**src/rtl/serial_link_pkg.sv**
```systemverilog
// Shared types and framing helpers for the serial link transmitter.
package serial_link_pkg;

    typedef enum logic [2:0] {
        ST_IDLE,
        ST_START,
        ST_DATA,
        ST_PARITY,
        ST_GAP
    } state_e;

    localparam logic LINE_IDLE  = 1'b0;
    localparam logic LINE_START = 1'b1;

    function automatic int unsigned beats(input int unsigned data_w, input int unsigned lanes);
        return (data_w + lanes - 1) / lanes;
    endfunction

    function automatic int unsigned frame_len(input int unsigned data_w, input int unsigned lanes,
                                              input int unsigned parity_en, input int unsigned gap);
        return 1 + beats(data_w, lanes) + parity_en + gap;
    endfunction

endpackage

```
**src/rtl/serial_link_tx_if.sv**
```systemverilog
// Ready/valid word handshake from the router core into the transmitter.
interface serial_link_tx_if #(
    parameter int unsigned DATA_W = 55
) ();
    logic [DATA_W-1:0] TX_Data;
    logic              TX_Data_Valid;
    logic              TX_Data_Ready;

    modport master (output TX_Data, output TX_Data_Valid, input  TX_Data_Ready);
    modport slave  (input  TX_Data, input  TX_Data_Valid, output TX_Data_Ready);
endinterface

```
**src/rtl/sync_fifo.sv**
```systemverilog
// Synchronous FIFO with show-ahead read data; push when full and pop when empty are ignored.
module sync_fifo #(
    parameter int unsigned WIDTH = 8,
    parameter int unsigned DEPTH = 4
) (
    input  logic                   clk,
    input  logic                   rst,
    input  logic                   push,
    input  logic                   pop,
    input  logic [WIDTH-1:0]       wdata,
    output logic [WIDTH-1:0]       rdata,
    output logic                   full,
    output logic                   empty,
    output logic [$clog2(DEPTH):0] count
);
    localparam int unsigned AW = $clog2(DEPTH);
    localparam int unsigned CW = AW + 1;

    logic [WIDTH-1:0] mem [DEPTH];
    logic [AW-1:0]    wr_ptr;
    logic [AW-1:0]    rd_ptr;
    logic             do_push;
    logic             do_pop;

    assign full    = (count == CW'(DEPTH));
    assign empty   = (count == '0);
    assign do_push = push & ~full;
    assign do_pop  = pop & ~empty;
    assign rdata   = mem[rd_ptr];

    always_ff @(posedge clk) begin
        if (rst) begin
            wr_ptr <= '0;
            rd_ptr <= '0;
            count  <= '0;
        end else begin
            if (do_push) wr_ptr <= wr_ptr + 1'b1;
            if (do_pop)  rd_ptr <= rd_ptr + 1'b1;
            case ({do_push, do_pop})
                2'b10:   count <= count + 1'b1;
                2'b01:   count <= count - 1'b1;
                default: count <= count;
            endcase
        end
    end

    // Storage is not reset; pointers and count define validity.
    always_ff @(posedge clk) begin
        if (do_push) mem[wr_ptr] <= wdata;
    end

endmodule

```
**src/rtl/serial_link_tx.sv**
```systemverilog
// Multi-lane framed serial transmitter: start beat, LSB-first data beats, optional
// even-parity beat and idle gap, fed from an input FIFO.
module serial_link_tx
    import serial_link_pkg::*;
#(
    parameter int unsigned DATA_W    = 55,
    parameter int unsigned LANES     = 1,
    parameter int unsigned DEPTH     = 4,
    parameter int unsigned GAP       = 1,
    parameter int unsigned PARITY_EN = 1
) (
    input  logic             Clk_S,
    input  logic             Rst,
    serial_link_tx_if.slave  tx,
    output logic [LANES-1:0] S_Data_out,
    output logic             Busy,
    output logic             Frame_Done
);
    localparam int unsigned BEATS   = beats(DATA_W, LANES);
    localparam int unsigned SH_W    = BEATS * LANES;
    localparam int unsigned BEAT_CW = (BEATS > 1) ? $clog2(BEATS) : 1;
    localparam int unsigned GAP_CW  = (GAP > 1) ? $clog2(GAP) : 1;
    localparam int unsigned CNT_W   = $clog2(DEPTH) + 1;

    state_e             state, state_nxt;
    logic [BEAT_CW-1:0] beat_cnt, beat_nxt;
    logic [GAP_CW-1:0]  gap_cnt, gap_nxt;
    logic [SH_W-1:0]    shreg, shreg_nxt;
    logic [LANES-1:0]   par, par_nxt;
    logic [LANES-1:0]   out_nxt;
    logic               done_nxt;
    logic               pop_c;
    logic               frame_end;

    logic [DATA_W-1:0]  fifo_rdata;
    logic               fifo_full;
    logic               fifo_empty;
    logic [CNT_W-1:0]   fifo_count;

    assign tx.TX_Data_Ready = ~fifo_full;
    assign Busy             = (state != ST_IDLE) || (fifo_count != '0);

    sync_fifo #(
        .WIDTH (DATA_W),
        .DEPTH (DEPTH)
    ) u_fifo (
        .clk   (Clk_S),
        .rst   (Rst),
        .push  (tx.TX_Data_Valid & ~fifo_full),
        .pop   (pop_c),
        .wdata (tx.TX_Data),
        .rdata (fifo_rdata),
        .full  (fifo_full),
        .empty (fifo_empty),
        .count (fifo_count)
    );

    always_ff @(posedge Clk_S) begin
        if (Rst) begin
            state      <= ST_IDLE;
            beat_cnt   <= '0;
            gap_cnt    <= '0;
            shreg      <= '0;
            par        <= '0;
            S_Data_out <= {LANES{LINE_IDLE}};
            Frame_Done <= 1'b0;
        end else begin
            state      <= state_nxt;
            beat_cnt   <= beat_nxt;
            gap_cnt    <= gap_nxt;
            shreg      <= shreg_nxt;
            par        <= par_nxt;
            S_Data_out <= out_nxt;
            Frame_Done <= done_nxt;
        end
    end

    // The line register shows, one edge later, the beat that the current state describes.
    always_comb begin
        state_nxt = state;
        beat_nxt  = beat_cnt;
        gap_nxt   = gap_cnt;
        shreg_nxt = shreg;
        par_nxt   = par;
        out_nxt   = {LANES{LINE_IDLE}};
        done_nxt  = 1'b0;
        pop_c     = 1'b0;
        frame_end = 1'b0;

        case (state)
            ST_IDLE: pop_c = ~fifo_empty;
            ST_START: begin
                out_nxt   = {LANES{LINE_START}};
                beat_nxt  = '0;
                state_nxt = ST_DATA;
            end
            ST_DATA: begin
                out_nxt   = shreg[LANES-1:0];
                par_nxt   = par ^ shreg[LANES-1:0];
                shreg_nxt = shreg >> LANES;
                beat_nxt  = beat_cnt + 1'b1;
                if (beat_cnt == BEAT_CW'(BEATS - 1)) begin
                    if (PARITY_EN != 0) begin
                        state_nxt = ST_PARITY;
                    end else if (GAP > 0) begin
                        gap_nxt   = '0;
                        state_nxt = ST_GAP;
                    end else begin
                        frame_end = 1'b1;
                    end
                end
            end
            ST_PARITY: begin
                out_nxt = par;
                if (GAP > 0) begin
                    gap_nxt   = '0;
                    state_nxt = ST_GAP;
                end else begin
                    frame_end = 1'b1;
                end
            end
            ST_GAP: begin
                gap_nxt = gap_cnt + 1'b1;
                if (gap_cnt == GAP_CW'(GAP - 1)) frame_end = 1'b1;
            end
            default: state_nxt = ST_IDLE;
        endcase

        // End of frame chains straight into the next start beat when a word is waiting.
        if (frame_end) begin
            done_nxt = 1'b1;
            pop_c    = ~fifo_empty;
        end
        if (pop_c) begin
            shreg_nxt = SH_W'(fifo_rdata);
            par_nxt   = '0;
            state_nxt = ST_START;
        end else if (frame_end) begin
            state_nxt = ST_IDLE;
        end
    end

endmodule

```
**src/flat_wrapper.sv**
```systemverilog
// flat-port wrapper written by rule: the top's interface ports become plain ports
module serial_link_tx_flat import serial_link_pkg::*;
#(
    parameter int unsigned DATA_W    = 55,
    parameter int unsigned LANES     = 1,
    parameter int unsigned DEPTH     = 4,
    parameter int unsigned GAP       = 1,
    parameter int unsigned PARITY_EN = 1
)
  (Clk_S, Rst, S_Data_out, Busy, Frame_Done, tx_TX_Data, tx_TX_Data_Valid, tx_TX_Data_Ready);
  serial_link_tx_if #(.DATA_W(DATA_W)) tx_i ();
  input  logic Clk_S;
  input  logic Rst;
  output logic [LANES-1:0] S_Data_out;
  output logic Busy;
  output logic Frame_Done;
  input wire logic [$bits(tx_i.TX_Data)-1:0] tx_TX_Data;
  input wire logic [$bits(tx_i.TX_Data_Valid)-1:0] tx_TX_Data_Valid;
  output wire logic [$bits(tx_i.TX_Data_Ready)-1:0] tx_TX_Data_Ready;
  assign tx_i.TX_Data = tx_TX_Data;
  assign tx_i.TX_Data_Valid = tx_TX_Data_Valid;
  assign tx_TX_Data_Ready = tx_i.TX_Data_Ready;
  serial_link_tx #(.DATA_W(DATA_W), .LANES(LANES), .DEPTH(DEPTH), .GAP(GAP), .PARITY_EN(PARITY_EN)) u_core (.Clk_S(Clk_S), .Rst(Rst), .tx(tx_i), .S_Data_out(S_Data_out), .Busy(Busy), .Frame_Done(Frame_Done));
endmodule
```
**config.mk**
```make
export PLATFORM = sky130hd
export DESIGN_NAME = serial_link_tx_flat
export DESIGN_NICKNAME = d
export VERILOG_FILES = /design/src/rtl/serial_link_pkg.sv /design/src/rtl/serial_link_tx_if.sv /design/src/rtl/sync_fifo.sv /design/src/rtl/serial_link_tx.sv /design/src/flat_wrapper.sv
export SDC_FILE = /design/constraint.sdc
export NUM_CORES = 1
export LEC_CHECK = 0
export ABC_CLOCK_PERIOD_IN_PS = 2400
export BUFFER_PORTS_ARGS = -buffer_cell sky130_fd_sc_hd__buf_2
export CORE_MARGIN = 5
export CORE_UTILIZATION = 55
export DETAILED_ROUTE_END_ITERATION = 16
export PLACE_DENSITY = 0.76
export SLEW_MARGIN = 20
export SYNTH_ARGS = -nofsm -noshare
export SYNTH_HDL_FRONTEND = slang
export SYNTH_SLANG_ARGS = --single-unit
export TNS_END_PERCENT = 30
```
**constraint.sdc**
```tcl
create_clock -name Clk_S -period 2.4 [get_ports Clk_S]
set_clock_uncertainty 0.1 [all_clocks]
set_input_delay 0.36 -clock Clk_S [delete_from_list [all_inputs] [get_ports Clk_S]]
set_output_delay 0.36 -clock Clk_S [all_outputs]
set_load 0.02 [all_outputs]
```
==> results.cfg <==
[finish]
final_cell_mix = edfxtp_1 (220), dfxtp_1 (73), nand2_1 (63)
fin_cells = 1090
fin_area_um2 = 13660
layout.nets = 864
final_core_util_pct = 67.06
area_growth_syn_to_layout_pct = 19.53
diodes = 0
layout-drive-gt1-share_pct = 29.15
final_common_cell = edfxtp_1

[routing]
vias = 6224
drc = 0
routed_via_density = 5.710
wire_per_inst_um = 19.94
drtAntennaViolNets = 0
drt-pass1-iter-count = 5
drt-total-wl_um = 21740
drt_iter0_markers = 326

[timing]
hold_viol_final = 0
holdWs_ns = 0.2300
period_needed_ns = 2.391
setup_slack_ns = 0.009309
slew_headroom_pct = 42.23
drv_slew = 0
rsz0062_at_grt = true
tns_ns = 0
finalCritPeriodShare_pct = 99.61
worst_pin_slew_ns = 0.8666
setup_violations = 0
fmax_ghz = 0.4183

[placement]
place_area_um2 = 12090
dp_cells = 982
pre_cts_ws_ns = -0.06736
port_buffers = 61
place.gp.congestion = 0.7139
hpwl_um = 12180

[global_routing]
antenna_found_initial = 0
grt_pass1_vias = 6820
track_usage_pct = 18.66
grt_max_degree = 57
gr-total-overflow = 0
grt_pass1_wl_um = 35680

[die]
die_y_um = 154.1
rows = 52
dieArea_um2 = 23750
start_util_pct = 56.10
dieWidth_um = 154.1
ios = 62
core_area_um2 = 20360

[worst_setup_path]
cp_max_fo = 3
worst_setup_path_end_kind = output pin
reg2reg_slack_ns = 0.09
startpoint_type = flop
arrival_ns = 1.93
slowest_stage = or4_4
critPathKind = flop to output pin
slowest_delay_ns = 0.43
crit_required_ns = 1.94
critPathMostFrequentCell = buf_6
worstPathCellList = buf_6, or3_4, or4_4, buf_6

[yosys]
yosysUniqueCellTypes = 45
synth_fp_nets = 734
synth-edff-count = 220
ys.flop_type = edfxtp_1
yosysSeqAreaShare_pct = 71.32
yosys_register_bits = 297
avgSynthCellArea_um2 = 17.10
async_reset_ff_share_pct = 0
syn_area_um2 = 11420
synth-warning-count = 0
syn_inst = 668

[power]
p_leak_nw = 4.491
fin_total_pwr_mw = 16.01
peakVddDrop_v = 0.0006547
pwr_density_cell_nw_per_um2 = 1173

[clock_tree]
clkTransAtPathRegs_ns = 0.06
cts_root_buffer = clkbuf_16
clock-sinks = 297
cts_tree = built
clk_path_buf_depth = 3
htree_levels = 1
clk_latency_ns = 0.53
cts_inserted_buffers = 28

[worst_hold_path]
hp-class = input port to flop

[run_status]
status = finished clean

[job]
drv_cap = 0
## sequential cells by signal, indices dropped and copies added (netlist names), named ones only
| signal | count |
|---|---|
| u_core.Frame_Done | 1 |
| u_core.beat_cnt | 6 |
| u_core.S_Data_out | 1 |
| u_core.shreg | 55 |
| u_core.state | 3 |
| u_core.u_fifo.mem | 220 |
| u_core.u_fifo.rd_ptr | 2 |
| u_core.gap_cnt | 1 |
| u_core.par | 1 |
| u_core.u_fifo.wr_ptr | 2 |
| u_core.u_fifo.count | 3 |
## final timing paths
| kind | from | endpoint | cells after the start |
|---|---|---|---|
| min | tx_TX_Data_Valid | u_core.u_fifo.wr_ptr[1] | 5 |
| max reg2reg | u_core.u_fifo.count[2] | u_core.u_fifo.count[2] | 9 |
| max | u_core.u_fifo.count[0] | Busy | 4 |
| min reg2reg | u_core.shreg[23] | u_core.shreg[23] | 2 |
## cell type report
| cell class | count | area (µm²) |
|---|---|---|
| sequential | 297 | 8155 |
| fill | 1329 | 6709 |
| multi-input combinational | 318 | 3008 |
| timing repair buffer | 143 | 1156 |
| clock buffer | 43 | 838.3 |
| tap | 270 | 337.8 |
| clock inverter | 9 | 122.6 |
| inverter | 10 | 37.54 |
## critical path: cells and delay by family, from the launching register on
kind	cells	cell delay, ns
and+or+nand+nor	2	0.82
DFF	1	0.33
buffers and inverters	2	0.26
## timing repair
item | in CTS | in global routing
setup buffers | 0 | 2
pin swaps | 1 | 5
endpoints found under the setup margin | 2 | 2
hold buffers | 55 | 0
hold endpoints to repair | 220 | 0
gates resized for setup | 8 | 7
## routing by layer
metal / part of all wire (%) / vias up / global-route usage [%]
met3: 5.7 / 39 / 3.288
met5: 0 / - / 0
met2: 53 / 194 / 32.80
li1: - / 2880 / -
met4: 1.8 / 0 / 5.467
met1: 40 / 3111 / 23.93
## where the power goes
group	switching (mW)	total, mW	leakage (nW)	internal [mW]
Clock	1.77	4.49	0.467	2.72
Combinational	2.57	4.53	1.37	1.96
Sequential	0.502	7.00	2.65	6.49
## Yosys cell counts (2+ instances only)
library cell | n | area [µm²]
a21oi_1 | 61 | 305.3
a21oi_2 | 3 | 26.28
a22oi_1 | 23 | 172.7
a22oi_2 | 30 | 375.4
a31oi_1 | 4 | 25.02
and2_1 | 2 | 12.51
and3_1 | 5 | 31.28
buf_2 | 12 | 60.06
buf_4 | 4 | 30.03
buf_6 | 11 | 123.9
clkbuf_1 | 16 | 60.06
dfxtp_1 | 77 | 1541
edfxtp_1 | 220 | 6606
ha_1 | 7 | 87.58
inv_1 | 9 | 33.78
mux4_2 | 55 | 1239
nand2_1 | 63 | 236.5
nand3_1 | 6 | 30.03
nor2_1 | 11 | 41.29
nor3_1 | 5 | 25.02
o211ai_1 | 2 | 15.01
o21ai_0 | 9 | 45.04
o31ai_1 | 2 | 15.01
or3_1 | 2 | 12.51
or4_1 | 4 | 30.03
xnor2_1 | 4 | 35.03
xor2_1 | 3 | 26.28
## cells by family (layout without fill, tap and decap cells)
family,count (synthesis),in the layout,synth area share [%]
AO/OA/AOI/OAI,139,139,9.101
XOR/XNOR,7,7,0.5366
adder cells (fa/ha/maj),8,8,0.9418
buffers and inverters,53,205,2.727
flip-flops,297,297,71.32
multiplexers,56,56,10.93
AND/OR/NAND/NOR,108,108,4.447
Power figures use the tool's default switching activity.
